[src/rtl/iob_gpio_debounce.sv]
// GPIO input conditioner: per-bit synchroniser, stable-count debounce filter,
// debounced level with single-cycle rise/fall pulses and a masked rise event.
module iob_gpio_debounce #(
  parameter int unsigned GPIO_W      = 32,
  parameter int unsigned CNT_W       = 16,
  parameter int unsigned SYNC_STAGES = 2
) (
  input  logic              clk,
  input  logic              rst,
  input  logic              enable,
  input  logic [CNT_W-1:0]  thresh,
  input  logic [GPIO_W-1:0] edge_mask,
  input  logic [GPIO_W-1:0] gpio_in,
  output logic [GPIO_W-1:0] level_o,
  output logic [GPIO_W-1:0] rise_o,
  output logic [GPIO_W-1:0] fall_o,
  output logic              event_o
);

  localparam int unsigned CMP_W = CNT_W + 1;

  logic [SYNC_STAGES-1:0][GPIO_W-1:0] sync_q;
  logic [GPIO_W-1:0][CNT_W-1:0]       cnt_q, cnt_d;
  logic [GPIO_W-1:0]                  level_q, level_d;
  logic [GPIO_W-1:0]                  rise_q, rise_d;
  logic [GPIO_W-1:0]                  fall_q, fall_d;
  logic [GPIO_W-1:0]                  sync_s;
  logic [CNT_W-1:0]                   thr_eff;

  assign sync_s  = sync_q[SYNC_STAGES-1];
  assign thr_eff = (thresh == '0) ? CNT_W'(1) : thresh;

  // Synchroniser chain keeps running regardless of enable
  always_ff @(posedge clk or posedge rst) begin
    if (rst) begin
      sync_q <= '0;
    end else begin
      sync_q <= {sync_q[SYNC_STAGES-2:0], gpio_in};
    end
  end

  // Per-bit filter; the compare is one bit wider so cnt+1 cannot wrap
  always_comb begin
    cnt_d   = '0;
    level_d = level_q;
    rise_d  = '0;
    fall_d  = '0;
    if (enable) begin
      for (int unsigned b = 0; b < GPIO_W; b++) begin
        if (sync_s[b] != level_q[b]) begin
          if ((CMP_W'(cnt_q[b]) + CMP_W'(1)) >= CMP_W'(thr_eff)) begin
            level_d[b] = sync_s[b];
            rise_d[b]  = sync_s[b];
            fall_d[b]  = ~sync_s[b];
          end else begin
            cnt_d[b] = cnt_q[b] + CNT_W'(1);
          end
        end
      end
    end
  end

  always_ff @(posedge clk or posedge rst) begin
    if (rst) begin
      cnt_q   <= '0;
      level_q <= '0;
      rise_q  <= '0;
      fall_q  <= '0;
    end else begin
      cnt_q   <= cnt_d;
      level_q <= level_d;
      rise_q  <= rise_d;
      fall_q  <= fall_d;
    end
  end

  assign level_o = level_q;
  assign rise_o  = rise_q;
  assign fall_o  = fall_q;
  assign event_o = |(rise_q & edge_mask);

endmodule
[config.mk]
export PLATFORM = sky130hd
export DESIGN_NAME = iob_gpio_debounce
export DESIGN_NICKNAME = d
export VERILOG_FILES = /design/src/rtl/iob_gpio_debounce.sv
export SDC_FILE = /design/constraint.sdc
export NUM_CORES = 2
export LEC_CHECK = 0
export CAP_MARGIN = 20
export CELL_PAD_IN_SITES_DETAIL_PLACEMENT = 1
export CELL_PAD_IN_SITES_GLOBAL_PLACEMENT = 1
export CORE_UTILIZATION = 48
export CTS_BUF_LIST = sky130_fd_sc_hd__clkbuf_2 sky130_fd_sc_hd__clkbuf_4 sky130_fd_sc_hd__clkbuf_8
export CTS_CLUSTER_DIAMETER = 120
export DETAILED_ROUTE_END_ITERATION = 10
export DONT_BUFFER_PORTS = 1
export HOLD_SLACK_MARGIN = 0.06
export PLACE_DENSITY = 0.76
export REMOVE_ABC_BUFFERS = 1
export SLEW_MARGIN = 20
export SYNTH_ARGS = -nofsm -noshare
export SYNTH_HDL_FRONTEND = slang
export SYNTH_SLANG_ARGS = --single-unit
[constraint.sdc]
create_clock -name clk -period 18.4 [get_ports clk]
set_input_delay 0.92 -clock clk [delete_from_list [all_inputs] [get_ports clk]]
set_output_delay 0.92 -clock clk [all_outputs]
set_load 0.01 [all_outputs]
---- Word-level counts from Yosys, hierarchy flattened ----
Index checks and enable logic that the tools add are counted.
word-level totals
  output and inout bits ................... 97
  input bits .............................. 83
  bits in registers ....................... 672
  word-level logic and storage cells ...... 459
operators by class
  add/subtract/negate cells ............... 64
  equality and inequality tests ........... 32
  $lt $le $gt $ge ......................... 32
  reductions and logical operators ........ 34
  mux-type cells .......................... 196
  bitwise operators ....................... 33
operators with widths
  operator                                                         count
  16-bit two-way mux                                               65
  16-bit by 1-bit adder with 17-bit output, second input constant  32
  17-bit by 16-bit greater-or-equal comparator with 1-bit output   32
  16-bit by 1-bit adder with 16-bit output, second input constant  32
  512-bit two-way mux                                              1
  1-bit two-way mux                                                128
  3-bit AND reduction                                              32
  32-bit two-way mux                                               2
  32-bit AND                                                       1
  1-bit != test                                                    32
  1-bit inverter                                                   32
  32-bit OR reduction                                              1
  16-bit logical NOT                                               1

---- Depth between registers and ports, before layout ----
  depth in word-level cells ............... 6
  gate-level depth with buffers ........... 15
  mapped depth without buffers ............ 14

---- Worst setup path after synthesis ----
No wires, ideal clock.
  path kind ............................... input port to flip-flop
  start point ............................. input thresh[2]
  end point ............................... register cnt_q[281] (netlist bit)
  data required time ...................... 18.327 ns
  slack ................................... 14.166 ns
  stages .................................. 15
  data arrival time ....................... 4.161 ns
  cells stage by stage .................... buf_6 > buf_8 > buf_8 > buf_6 > nor4_1 > a41o_1 > ha_1 > nand2b_1 > a211oi_1 > o311ai_0 > o211ai_1 > and4bb_2 > nand3_1 > clkbuf_2 > nor2b_1
RTL lines
  element               line  source
  start, declared       11    input logic [CNT_W-1:0] thresh,
  end signal, assigned  70    cnt_q <= cnt_d;
  end, declared         23    logic [GPIO_W-1:0][CNT_W-1:0] cnt_q, cnt_d;

==> flow_metrics.py <==
metrics = {
    "yosys": {
        "synth-xor-area-share_pct": 10.59,
        "synthesis.area_um2": 41610,
        "yosys_warnings": 0,
        "synth_edf_count": 0,
        "syn_area_per_cell_um2": 10.11,
        "async_flop_share_pct": 100.0,
        "synthCells": 4118,
        "synthAdderAreaFrac_pct": 15.59,
        "synthFlopType": "dfrtp_1",
        "synth-compound-area-share_pct": 7.396,
        "synthMuxAreaShare_pct": 0.7817,
        "yosysUniqueCellTypes": 88,
        "synth_top_family_by_area": "simple AND/OR/NAND/NOR gates",
        "synth_seq_cells": 672,
        "synth_simple_gate_area_share_pct": 23.28,
        "seq_area_frac_synth_pct": 40.41,
    },
    "sta": {
        "setup_violations": 0,
        "worst_slew_pin_slew_ns": 0.9353,
        "fin_skew_ns": 0.01960,
        "grt_setup_unrepaired": "no",
        "min_period_ns": 4.289,
        "slew_headroom_pct": 37.64,
        "fmax_mhz": 233.1,
        "post-route-period-util_pct": 23.31,
        "slew_violations": 0,
        "hold_slack_ns": 0.1212,
        "hold_viol": 0,
        "fin_tns_setup_ns": 0,
    },
    "power": {
        "pwr-share-clk_pct": 48.0,
        "vdd.ir_drop.worst_v": 0.00006057,
        "p_per_area_nw_per_um2": 72.51,
        "switching_share_pct": 25.89,
        "p_int_mw": 2.453,
        "power_frac_seq_pct": 45.5,
        "p_total_mw": 3.310,
        "power_switching_mw": 0.8569,
        "combPwrFrac_pct": 6.5,
        "p_leak_nw": 21.62,
    },
    "critical_path": {
        "crit_type": "register to register",
        "crit_fanout": 16,
        "critical_path_depth": 12,
        "crit_top_cell": "ha_1",
        "crit_family": "simple AND/OR/NAND/NOR gates",
        "crit_arrival_ns": 5.00,
        "slowest_stage": "nand3_1",
        "cpPeakStageDelay_ns": 0.70,
        "required_ns": 19.11,
        "startpoint_type": "register",
        "reg2reg_depth": 12,
        "cp_cell_sequence": "ha_1 -> and3_1 -> nand4_1 -> nor2_1 -> xor2_1 -> ha_1 -> a21oi_1 -> o21ai_0 -> a221o_1 -> nor4_2 -> nand3_1 -> and2b_1",
        "path_buf_inv": 0,
        "cp-end-kind": "register",
    },
    "floorplan": {
        "io_pins": 180,
        "rows": 107,
        "die_w_um": 296.4,
        "start_util_pct": 48.64,
        "die_y_um": 296.4,
        "dieArea_um2": 87880,
        "core_um2": 85550,
    },
    "global_route": {
        "grt_usage_pct": 27.50,
        "antenna_found_initial": 2,
        "grt_max_degree": 139,
        "overflow": 0,
        "grt_pass1_wl_um": 187500,
        "grt_pass1_vias": 33670,
    },
    "cts": {
        "cts_tree": "built",
        "htreeDepth": 3,
        "cts_buffers": 120,
        "cts.sinks": 672,
        "clk_pin_slew_worst_paths_ns": 0.07,
        "clk_latency_ns": 0.79,
        "ctsResizeCount": 0,
        "clockBufferDepth": 3,
        "cts_hold_buf": 0,
        "cts-root-buf": "clkbuf_8",
        "cts_setup_buffers": 0,
    },
    "placement": {
        "io_buffers": 0,
        "dp_hpwl_um": 79970,
        "place.gp.congestion": 0.8173,
        "place_inst": 5233,
    },
    "final_layout": {
        "fin_cells": 5456,
        "drive_above_1_share_pct": 9.443,
        "syn2layout_area_growth_pct": 9.697,
        "nets": 4806,
    },
    "hold_path": {
        "hold_class": "input pin to async pin",
    },
    "routing": {
        "drt-pass1-iter-count": 7,
        "drcViolationCount": 0,
        "vias": 31550,
        "ant_nets": 0,
        "wl_per_cell_um": 21.80,
        "vias_per_cell": 5.783,
        "drt_iter0_markers": 1478,
        "wirelength_um": 118900,
    },
    "status": {
        "status": "completed",
    },
    "flow_run": {
        "max_cap_violations": 0,
    },
}
## power groups by stage
| stage | Clock, mW | Sequential [mW] | Combinational [mW] |
|---|---|---|---|
| floorplan | 0 | 1.53 | 0.135 |
| global placement | 0 | 1.53 | 0.208 |
| detailed placement | 0 | 1.53 | 0.215 |
| CTS | 1.63 | 1.51 | 0.217 |
| global route | 1.69 | 1.51 | 0.241 |
| finish | 1.59 | 1.51 | 0.215 |
## cell usage in the layout, fill, tap and decap left out, types with 13 or more instances in the layout
cell type,netlist,final
or3_1,14,14
nor2b_2,72,72
nand3_1,260,260
and4_1,46,46
and4b_1,16,16
o221ai_1,15,15
inv_1,124,108
xor2_1,161,161
a22oi_1,13,13
mux2_2,28,28
nand2b_1,15,15
o21ai_0,77,77
and3_1,71,71
or2_2,14,14
a211oi_1,28,28
nor3b_1,29,29
nor3_1,64,64
o211ai_1,19,19
a21oi_1,164,164
nand4_1,129,129
clkinv_2,0,18
xnor2_1,334,334
nand2_1,293,293
clkbuf_8,0,154
o31ai_1,13,13
dfrtp_1,672,672
nor2_1,262,262
a21o_1,49,49
and2_1,24,24
clkbuf_4,0,34
and2b_1,18,18
buf_4,9,26
inv_2,1,16
nor2b_1,351,351
nor4_1,28,28
ha_1,512,512
## logic make-up (layout without fill, tap and decap cells)
logic type,Yosys count,in the layout
adders and majority gates,520,520
muxes,29,29
AOI/OAI and AO/OA,471,471
xor gates and xnor gates,498,498
other,0,2
DFF,672,672
and+or+nand+nor,1747,1747
buffers and inverters,181,373
## routing by layer
layer	vias to the layer above	share of wire [%]	wire length (um)	global-route usage [%]
li1	14833	-	-	-
met1	15934	46	54650	36.76
met2	562	46	55280	45.19
met3	221	4.3	5170	4.431
met4	0	3.2	3844	9.366
met5	-	0	0	0
## layout make-up
cell class              instances  area (um2)
diodes                          2       5.005
clock buffers                 188        2375
clock inverters                33       342.8
fillers                      9470       39900
inverters                     125       476.7
multi-input cells            3265       23990
flip-flops and latches        672       16820
well taps                    1144        1431
repair buffers                 27       215.2
## sequential cells by signal (all words and copies together), names as in the netlist
register  count
level_o      32
sync_q       32
cnt_q       512
rise_o       32
fall_o       32
sync_s       32
## cell usage after synthesis (all sizes together), types with 29 or more instances
master  number  area [um2]
nor2b      423        2826
a211oi      29       222.7
buf         34       255.2
and3        71       444.2
nand4      129       807.0
nor3b       29       217.7
nor2       262       983.4
dfrtp      672       16820
xnor2      334        2925
nand3      262        1321
nor4        29       187.7
nand2      293        1100
xor2       161        1410
and4        46       402.9
inv        125       469.2
a21o        49       367.9
o21ai       77       385.4
nor3        64       320.3
ha         512        6406
a21oi      164       820.8
## final timing paths
path / from / end / slack, ns
hold reg to reg: sync_q[22]$_DFF_PP0_ / sync_s[22]$_DFF_PP0_ / 0.33
hold / removal: rst / cnt_q[174]$_DFF_PP0_ / 0.12
setup / recovery: cnt_q[256]$_DFF_PP0_ / cnt_q[263]$_DFF_PP0_ / 14.11
max in group asynchronous: rst / cnt_q[265]$_DFF_PP0_ / 16.03
min in group clk: gpio_in[15] / sync_q[15]$_DFF_PP0_ / 0.16
setup reg to reg: cnt_q[256]$_DFF_PP0_ / cnt_q[263]$_DFF_PP0_ / 14.11
## worst register-to-register path: cells and delay by family (launching register included)
kind | cells | cell delay, ns
and+or+nand+nor | 6 | 2.28
adders and majority gates | 2 | 0.62
AOI/OAI and AO/OA | 3 | 0.57
DFF | 1 | 0.49
xor gates and xnor gates | 1 | 0.27
## through the flow
| stage | utilization (%) | setup WS, ns | instance area [um2] |
|---|---|---|---|
| 6_report | 53.36 | 14.11 | 45650 |
| 5_1_grt | 53.36 | 13.86 | 45650 |
| 4_1_cts | 53.35 | 14.08 | 45640 |
| 3_5_place_dp | 50.18 | 13.82 | 42930 |
| 3_3_place_gp | 50.18 | 13.94 | 42930 |
| 2_1_floorplan | - | -1.356 | 41270 |
No activity file was read; power rests on OpenSTA's default activity.
